[config.mk]
export PLATFORM = sky130hd
export DESIGN_NAME = fxp_mul_seq
export DESIGN_NICKNAME = d
export VERILOG_FILES = /design/src/rtl/fxp_pkg.sv /design/src/rtl/fxp_shift_add_dp.sv /design/src/rtl/fxp_mul_seq.sv
export SDC_FILE = /design/constraint.sdc
export NUM_CORES = 1
export LEC_CHECK = 0
export ABC_AREA = 1
export BUFFER_PORTS_ARGS = -buffer_cell sky130_fd_sc_hd__buf_2
export CORE_MARGIN = 2
export CORE_UTILIZATION = 45
export DETAILED_ROUTE_END_ITERATION = 12
export GPL_ROUTABILITY_DRIVEN = 0
export PLACE_DENSITY = 0.69
export REMOVE_ABC_BUFFERS = 1
export SYNTH_ARGS = -nofsm -noshare
export SYNTH_HDL_FRONTEND = slang
export SYNTH_SLANG_ARGS = --single-unit
export TNS_END_PERCENT = 10
[constraint.sdc]
create_clock -name clk -period 3 [get_ports clk]
set_clock_uncertainty 0.05 [all_clocks]
set_input_delay 0 -clock clk [delete_from_list [all_inputs] [get_ports clk]]
set_output_delay 0 -clock clk [all_outputs]
set_load 0.05 [all_outputs]
[src/rtl/fxp_pkg.sv]
// Shared types and defaults for the sequential fixed-point multiplier.
// Holds the FSM state encoding and the default operand format.
package fxp_pkg;

    localparam int DEF_INT_W  = 8;
    localparam int DEF_FRAC_W = 8;

    typedef enum logic [1:0] {
        IDLE = 2'd0,
        MUL  = 2'd1,
        DONE = 2'd2
    } state_t;

endpackage

[src/rtl/fxp_shift_add_dp.sv]
// Shift-add datapath: one multiplier bit per step, W steps per product.
// Exposes the next accumulator value so the product can be taken on the last step.
module fxp_shift_add_dp #(
    parameter int W = 16
) (
    input  logic           clk,
    input  logic           rst,
    input  logic           start,
    input  logic           step,
    input  logic [W-1:0]   mcand_in,
    input  logic [W-1:0]   mplr_in,
    output logic [2*W-1:0] acc_nxt,
    output logic           last
);

    localparam int CW = $clog2(W) + 1;

    logic [W-1:0]   mcand;
    logic [W-1:0]   mplr;
    logic [2*W-1:0] acc;
    logic [CW-1:0]  cnt;
    logic [W:0]     sum;

    // Carry out of the upper-half add lands in the top bit after the shift.
    always_comb begin
        sum     = {1'b0, acc[2*W-1:W]} + (mplr[0] ? {1'b0, mcand} : '0);
        acc_nxt = {sum, acc[W-1:1]};
        last    = (cnt == CW'(W - 1));
    end

    always_ff @(posedge clk) begin
        if (rst) begin
            mcand <= '0;
            mplr  <= '0;
            acc   <= '0;
            cnt   <= '0;
        end else if (start) begin
            mcand <= mcand_in;
            mplr  <= mplr_in;
            acc   <= '0;
            cnt   <= '0;
        end else if (step) begin
            acc   <= acc_nxt;
            mplr  <= mplr >> 1;
            cnt   <= cnt + CW'(1);
        end
    end

endmodule

[src/rtl/fxp_mul_seq.sv]
// Sequential INT_W.FRAC_W fixed-point multiplier with result handshake.
// Define FXP_MUL_SIGNED_EN for two's-complement operands and result.
module fxp_mul_seq
    import fxp_pkg::*;
#(
    parameter int INT_W  = DEF_INT_W,
    parameter int FRAC_W = DEF_FRAC_W
) (
    input  logic                clk,
    input  logic                rst,
    input  logic [INT_W-1:0]    a_int,
    input  logic [FRAC_W-1:0]   a_dec,
    input  logic [INT_W-1:0]    b_int,
    input  logic [FRAC_W-1:0]   b_dec,
    input  logic                in_rdy,
    output logic                busy,
    output logic [2*INT_W-1:0]  res_int,
    output logic [2*FRAC_W-1:0] res_dec,
    output logic                res_rdy,
    input  logic                res_ack
);

    localparam int W = INT_W + FRAC_W;

    state_t         state;
    logic [W-1:0]   a_raw;
    logic [W-1:0]   b_raw;
    logic [W-1:0]   a_op;
    logic [W-1:0]   b_op;
    logic [2*W-1:0] acc_nxt;
    logic [2*W-1:0] prod;
    logic           dp_last;
    logic           start;
    logic           step;

    assign a_raw = {a_int, a_dec};
    assign b_raw = {b_int, b_dec};
    assign start = (state == IDLE) && in_rdy;
    assign step  = (state == MUL);

`ifdef FXP_MUL_SIGNED_EN
    logic neg_q;

    // Magnitudes go through the unsigned core; sign is reapplied at the end.
    always_comb begin
        a_op = a_raw[W-1] ? -a_raw : a_raw;
        b_op = b_raw[W-1] ? -b_raw : b_raw;
        prod = neg_q ? -acc_nxt : acc_nxt;
    end

    always_ff @(posedge clk) begin
        if (rst) begin
            neg_q <= 1'b0;
        end else if (start) begin
            neg_q <= a_raw[W-1] ^ b_raw[W-1];
        end
    end
`else
    assign a_op = a_raw;
    assign b_op = b_raw;
    assign prod = acc_nxt;
`endif

    fxp_shift_add_dp #(
        .W(W)
    ) u_dp (
        .clk      (clk),
        .rst      (rst),
        .start    (start),
        .step     (step),
        .mcand_in (a_op),
        .mplr_in  (b_op),
        .acc_nxt  (acc_nxt),
        .last     (dp_last)
    );

    always_ff @(posedge clk) begin
        if (rst) begin
            state   <= IDLE;
            busy    <= 1'b0;
            res_rdy <= 1'b0;
            res_int <= '0;
            res_dec <= '0;
        end else begin
            unique case (state)
                IDLE: begin
                    if (in_rdy) begin
                        state <= MUL;
                        busy  <= 1'b1;
                    end
                end
                MUL: begin
                    if (dp_last) begin
                        res_int <= prod[2*W-1:2*FRAC_W];
                        res_dec <= prod[2*FRAC_W-1:0];
                        res_rdy <= 1'b1;
                        state   <= DONE;
                    end
                end
                DONE: begin
                    if (res_ack) begin
                        res_rdy <= 1'b0;
                        busy    <= 1'b0;
                        state   <= IDLE;
                    end
                end
                default: begin
                    state <= IDLE;
                end
            endcase
        end
    end

endmodule

==> results of run 1 <==
[synth_stat cells, types with 2 or more instances]
cell,number,area (um2)
inv_4,2,12.5
nand2_1,235,882
inv_2,7,26.3
dfxtp_1,104,2080
xor2_1,2,17.5
or2_2,2,12.5
nand3b_1,2,15.0
inv_1,88,330
clkbuf_1,16,60.1
o21a_1,10,75.1
ha_1,18,225
a31oi_1,15,93.8
nor2_4,2,22.5
a21oi_1,47,235
o21bai_1,2,15.0
xnor2_1,3,26.3
o21ai_0,25,125
o211ai_1,6,45.0
nor2_8,2,40.0
nor3_1,6,30.0
buf_2,13,65.1
nor2_1,73,274
nand3_1,38,190
[through the flow]
stage / power [mW] / std cells
2_1_floorplan: 1.67 / 694
3_3_place_gp: 1.75 / 907
3_5_place_dp: 1.76 / 907
4_1_cts: 2.70 / 957
5_1_grt: 2.80 / 957
6_report: 2.67 / 957
[routing by layer]
metal  vias up  routed length (um)  GRT usage
met4         0                 265     0.0886
met5         -                   0          0
met1      2115                5160      0.235
li1       2440                   -          -
met3        21                 466     0.0484
met2        94                5640      0.382
[sequential cells by signal (all words and copies together), names as in the netlist]
signal	cells
res_int	16
busy	1
res_dec	16
u_dp.acc	31
u_dp.mcand	16
state	2
res_rdy	1
u_dp.cnt	5
u_dp.mplr	16
[worst max-delay path: stages (launching register included)]
cell and delay [ps]:
dfxtp_1 480, nand2_1 130, inv_1 50, ha_1 200
fa_1 400, nand2_1 80, nand2_1 70, and2_1 170
nand2_1 60, nand2_1 70, xnor2_1 210, nand2_1 90
nand2_1 80, inv_1 30
[final cells by class]
type                            count  area [um2]  area share
Multi-Input combinational cell    493        2380       0.401
Sequential cell                   104        2080       0.350
Timing Repair Buffer              108         726       0.122
Inverter                           97         369      0.0621
Tap cell                          140         175      0.0295
Clock buffer                        9         124      0.0209
Clock inverter                      6        80.1      0.0135
[power groups by stage]
stage	Combinational (mW)	Clock, mW	Sequential [mW]
finish	0.307	0.903	1.46
floorplan	0.181	0	1.49
detailed placement	0.271	0	1.49
global placement	0.262	0	1.49
CTS	0.307	0.929	1.46
global route	0.347	0.984	1.47
[what timing repair did]
action,4_1_cts,5_1_grt
resized for setup,0,0
hold buffers,35,0
endpoints found under the setup margin,0,0
endpoints found under the hold margin,42,0
[cells by family (layout without fill, tap and decap cells)]
logic type / Yosys count / count (layout)
buffers and inverters: 128 / 220
AO/OA/AOI/OAI: 105 / 105
flip-flops: 104 / 104
adder cells (fa/ha/maj): 19 / 19
XOR/XNOR: 5 / 5
AND/OR/NAND/NOR: 364 / 364
[path summary, 6_finish.rpt]
path,cells past startpoint,start,to,slack (ps)
worst min-delay path,3,in_rdy,state[0],30
worst max-delay path,13,u_dp.mplr[0],u_dp.acc[23],730
worst min register to register,2,res_dec[12],res_dec[12],420
worst max register to register,13,u_dp.mplr[0],u_dp.acc[23],730
==> summary.md, run 1 <==
| Metric | Value |
|---|---|
| Outcome | `finished, final reports clean` |
| Transition time of the tightest slew-check pin | `674 ps` |
| Number of placement rows | `38` |
| Vias in the first global route | `4597` |
| DRC violation count after routing | `0` |
| Comb power frac | `0.115` |
| Final routed wirelength across all metal layers | `11.5 mm` |
| Relative area change from synthesis to final layout | `19.3%` |
| Root Buffer Master | `clkbuf_8` |
| Commonest non-fill, non-tap cells in the layout | `nand2_1 (235), dfxtp_1 (104), inv_1 (88)` |
| Insertion delay to the later sink of the worst-skew pair | `380 ps` |
| Worst Slack Setup Final | `731 ps` |
| HPWL after detailed placement | `7.93 mm` |
| Compound-gate portion of the synthesized area | `0.118` |
| Post-layout utilization of the core | `0.548` |
| Inserted Clock Buffers | `9` |
| Crit path arrival time | `2500 ps` |
| Initial antenna violation count | `0` |
| Clock transition at the registers of the reported paths | `100 ps` |
| TritonCTS clock tree | `yes` |
| Number of routed nets with antenna violations | `0` |
| Clock tree sinks | `104` |
| Core area | `10800 um2` |
| Design Area, Final | `5940 um2` |
| Flip-flop cell with the highest count after synthesis | `dfxtp_1` |
| Share of the clock period used by the worst path | `0.756` |
| Sequential fraction of the synthesis area | `0.418` |
| IO Port Bufs | `69` |
| Die footprint | `11900 um2` |
| Effective utilization at floorplan | `0.459` |
| Height of the chip | `109 um` |
| Combined global-route utilization of all metal layers | `0.211` |
| Chip Width | `109 um` |
| Most common library cell in the layout ignoring fill and taps | `nand2_1` |
| Number of enable-type register cells in the synthesized netlist | `0` |
| Yosys warning count | `0` |
| # setup viols final | `0` |
| Power per cell area | `450 nW/um2` |
| Worst VDD drop | `0.401 mV` |
| Nets@finish | `868` |
| Worst Setup End Kind | `flip-flop` |
| Remaining global-route overflow | `0` |
| Fraction of synthesized cell area in xor and xnor cells | `0.00879` |
| Netlist area before placement | `4980 um2` |
| Largest family of logic cells by synthesized area | `simple AND/OR/NAND/NOR gates` |
| Static Leakage | `2.93 nW` |
| Number of setup buffers added after CTS | `0` |
| Clock tree buffer depth | `2` |
| Final worst hold slack | `26.7 ps` |
| Via-to-Cell Ratio | `4.88` |
| Detailed Route Iter0 Violations | `242` |
| Critical path start-end classification | `flip-flop to flip-flop` |
| Number of iterations in the first detailed-routing pass | `5` |
| First-pass GRT wire length | `20.0 mm` |
| Net switching fraction of the power | `0.272` |
| Proportion of layout cells with a drive suffix above 1 | `0.129` |
| Final Critical Period | `2270 ps` |
| Routed len/inst | `12.1 um` |
| Avg Cell Area, Syn | `6.87 um2` |
| Max-slew violations | `0` |
| Type of element launching the critical path | `flip-flop` |
| Data required time at the worst endpoint | `3240 ps` |
| Total I/O pin count | `70` |
| Largest net degree at the start of global routing | `64` |
| Multiplexer area fraction after synthesis | `0` |
| Hold Path Class | `input pin to flip-flop` |
| Max FO, Critical Path | `17` |
| Share of total power in sequential cells | `0.547` |
| Total internal power | `1.94 mW` |
| Clk network pwr share | `0.338` |
| Maximum operating frequency | `441 MHz` |
| Number of inserted filler cells in the final layout | `1077` |
| Power dissipated by switching net loads | `0.725 mW` |
| Yosys reg bits | `104` |
| Total via count after detailed routing | `4670` |
| Number of instances in the synthesized netlist | `725` |
| Antenna diode count | `0` |
| Count of endpoints failing hold in the final timing report | `0` |
| Total cell area at the placement stage | `5390 um2` |
| Share of synthesized flip-flops with an asynchronous set or reset | `0` |
| Simple-Gate Fraction of Synth Area | `0.303` |
| Rel. slew slack | `0.550` |
| Placement Setup Slack | `734 ps` |
| Count of distinct cell types in the synthesized netlist | `30` |
| Max-capacitance violation count | `0` |
| Setup repair after global routing missed its margin | `false` |
| Arithmetic-cell share of the synthesized area counting full adders, half adders and majority gates | `0.0492` |
| Number of levels the H-tree was split into | `3` |
| Post-route setup TNS | `0 ps` |
No activity file was read; power rests on OpenSTA's default activity.
==> inputs of run 2 (changes only) <==
--- a/config.mk
+++ b/config.mk
@@ -5,7 +5,7 @@
 export SDC_FILE = /design/constraint.sdc
 export NUM_CORES = 1
 export LEC_CHECK = 0
-export ABC_AREA = 1
+export ABC_AREA = 0
 export BUFFER_PORTS_ARGS = -buffer_cell sky130_fd_sc_hd__buf_2
 export CORE_MARGIN = 2
 export CORE_UTILIZATION = 45
==> constraint.sdc (replaced) <==
create_clock -name clk -period 2.4 [get_ports clk]
set_clock_uncertainty 0.05 [all_clocks]
set_input_delay 0 -clock clk [delete_from_list [all_inputs] [get_ports clk]]
set_output_delay 0 -clock clk [all_outputs]
set_load 0.05 [all_outputs]
==> summary.md, run 2 <==
| Metric | Value |
|---|---|
| Worst Slack Setup Final | `50.9 ps` |
| Static Leakage | `2.39 nW` |
| Worst reg2reg endpoint | `res_int[12]` |
| Top cell types by occurrence after synthesis | `nand2_1 (130), dfxtp_1 (104), a21oi_1 (91), nor2_1 (47), clkbuf_1 (24)` |
| Most common library cell in the layout ignoring fill and taps | `nand2_1` |
| Largest net degree at the start of global routing | `44` |
| Net switching fraction of the power | `0.285` |
| Commonest non-fill, non-tap cells in the layout | `nand2_1 (130), dfxtp_1 (103), a21oi_1 (88)` |
| Max FO, Critical Path | `6` |
| Height of the chip | `107 um` |
| Number of placement rows | `37` |
| Count of endpoints failing hold in the final timing report | `0` |
| Number of routed nets with antenna violations | `0` |
| Number of enable-type register cells in the synthesized netlist | `0` |
| Number of levels the H-tree was split into | `3` |
| Maximum operating frequency | `426 MHz` |
| Critical path start-end classification | `flip-flop to flip-flop` |
| Vias in the first global route | `4049` |
| FF-to-FF path depth | `8` |
| Startpoint of the lowest-slack register-to-register path | `u_dp.mplr[0]` |
| Setup repair after global routing missed its margin | `true` |
| IO Port Bufs | `69` |
| Initial antenna violation count | `0` |
| Sequential fraction of the synthesis area | `0.438` |
| Most used standard cell by instance count after synthesis | `nand2_1` |
| Worst Setup End Kind | `flip-flop` |
| Effective utilization at floorplan | `0.463` |
| First-pass GRT wire length | `19.0 mm` |
| Yosys reg bits | `104` |
| Clock tree sinks | `104` |
| Nets@finish | `733` |
| Yosys warning count | `0` |
| Rel. slew slack | `0.251` |
| Max-capacitance violation count | `0` |
| Placement Setup Slack | `-58.3 ps` |
| Die footprint | `11400 um2` |
| Avg Cell Area, Syn | `8.13 um2` |
| Power dissipated by switching net loads | `0.940 mW` |
| Chip Width | `107 um` |
| Share of the clock period used by the worst path | `0.979` |
| Routed len/inst | `14.1 um` |
| Start point of the worst min-delay path | `b_dec[3]` |
| Clock tree buffer depth | `2` |
| Number of iterations in the first detailed-routing pass | `4` |
| Share of total power in sequential cells | `0.550` |
| Number of instances in the synthesized netlist | `585` |
| Worst VDD drop | `0.268 mV` |
| Final routed wirelength across all metal layers | `11.5 mm` |
| Count of distinct cell types in the synthesized netlist | `56` |
| Reg2reg setup slack | `50 ps` |
| Final Critical Period | `2350 ps` |
| Root Buffer Master | `clkbuf_8` |
| Data required time at the worst endpoint | `2620 ps` |
| Number of inserted filler cells in the final layout | `991` |
| Type of element launching the critical path | `flip-flop` |
| TritonCTS clock tree | `yes` |
| Remaining global-route overflow | `0` |
| Top cell type by total area after synthesis | `dfxtp_1` |
| Design Area, Final | `5860 um2` |
| Detailed Route Iter0 Violations | `249` |
| Final worst hold slack | `1.58 ps` |
| Top cells by area in the synthesized netlist | `dfxtp_1 (44%), nand2_1 (10%), a21oi_1 (9.6%)` |
| Total I/O pin count | `70` |
| HPWL after detailed placement | `7.82 mm` |
| Register with the highest flop count | `u_dp.acc` |
| Share of synthesized flip-flops with an asynchronous set or reset | `0` |
| Crit path arrival time | `2570 ps` |
| Netlist area before placement | `4750 um2` |
| Post-layout utilization of the core | `0.570` |
| Proportion of layout cells with a drive suffix above 1 | `0.224` |
| Synth top area share | `0.438` |
| Core area | `10300 um2` |
| Transition time of the tightest slew-check pin | `1120 ps` |
| Total cell area at the placement stage | `5250 um2` |
| Antenna diode count | `0` |
| Cells on Worst Hold Path | `4` |
| Relative area change from synthesis to final layout | `23.3%` |
| WHS Endpoint | `u_dp.mplr[3]` |
| Flip-flop cell with the highest count after synthesis | `dfxtp_1` |
| Inserted Clock Buffers | `9` |
| Power per cell area | `562 nW/um2` |
| Clock transition at the registers of the reported paths | `120 ps` |
| Hold Path Class | `input pin to flip-flop` |
| Insertion delay to the later sink of the worst-skew pair | `390 ps` |
| Outcome | `finished, final reports clean` |
| Total via count after detailed routing | `4302` |
| Via-to-Cell Ratio | `5.25` |
| # setup viols final | `0` |
| Max-slew violations | `0` |
| DRC violation count after routing | `0` |
| Clk network pwr share | `0.341` |
| Comb power frac | `0.110` |
| Total internal power | `2.35 mW` |
| Max FFs per register | `31` |
| Combined global-route utilization of all metal layers | `0.205` |
## run 2: layout make-up
| cell class | instances | area (um2) | share of cell area |
|---|---|---|---|
| multi-input cells | 425 | 2530 | 0.432 |
| clock buffers | 9 | 124 | 0.0211 |
| well taps | 136 | 170 | 0.0290 |
| flip-flops and latches | 104 | 2090 | 0.356 |
| repair buffers | 119 | 791 | 0.135 |
| clock inverters | 7 | 86.3 | 0.0147 |
| inverters | 19 | 71.3 | 0.0122 |
## run 2: what timing repair did
| item | CTS | global route |
|---|---|---|
| gates resized for setup | 4 | 17 |
| endpoints found under the hold margin | 31 | 0 |
| gates cloned | 0 | 0 |
| endpoints found under the setup margin | 10 | 18 |
| setup buffers | 0 | 2 |
| hold buffers | 28 | 0 |
| pin swaps | 2 | 9 |
## run 2: worst max-delay path, stage by stage, from the launching register on
cell and delay [ps]:
dfxtp_4 370, and2_1 160, ha_1 370, nand3_1 150
a2111o_1 450, nand2_4 140, a41oi_2 160, xnor2_2 170
a22o_1 210
## run 2: worst max-delay path by stage
stage,from,end,cells after the start
2_1_floorplan,state[0],res_int[11],4
3_3_place_gp,u_dp.mplr[0],u_dp.acc[27],9
3_5_place_dp,u_dp.mplr[0],u_dp.acc[27],9
4_1_cts,u_dp.mplr[0],u_dp.acc[27],9
5_1_grt,u_dp.mplr[0],u_dp.acc[27],9
6_report,u_dp.mplr[0],res_int[12],8
## run 2: stage by stage
| step | total power [mW] | setup TNS [ps] | instances |
|---|---|---|---|
| detailed placement | 2.17 | -275 | 773 |
| finish | 3.29 | 0 | 819 |
| global placement | 2.16 | 0 | 773 |
| floorplan | 2.04 | -26370 | 548 |
| global route | 3.44 | -166 | 819 |
| CTS | 3.31 | 0 | 817 |
## run 2: cell families (layout without fill, tap and decap cells)
logic type,Yosys count,in the layout,synth area share
mux,1,1,0.00211
xor+xnor,13,13,0.0239
flops,104,104,0.438
compound gates,158,158,0.218
buf+inv,56,154,0.0516
simple gates,234,234,0.215
fa+ha+maj,19,19,0.0516
## run 2: power groups by stage
stage / combinational (mW) / clock [mW] / sequential, mW
2_1_floorplan: 0.184 / 0 / 1.85
3_3_place_gp: 0.311 / 0 / 1.85
3_5_place_dp: 0.317 / 0 / 1.85
4_1_cts: 0.354 / 1.14 / 1.81
5_1_grt: 0.400 / 1.22 / 1.82
6_report: 0.361 / 1.12 / 1.81
## run 2: per-layer routing
layer | vias up | track usage | wire (um)
li1 | 2183 | - | -
met1 | 2005 | 0.267 | 5250
met2 | 99 | 0.344 | 5510
met3 | 15 | 0.0395 | 610
met4 | 0 | 0.0622 | 172
met5 | - | 0 | 0
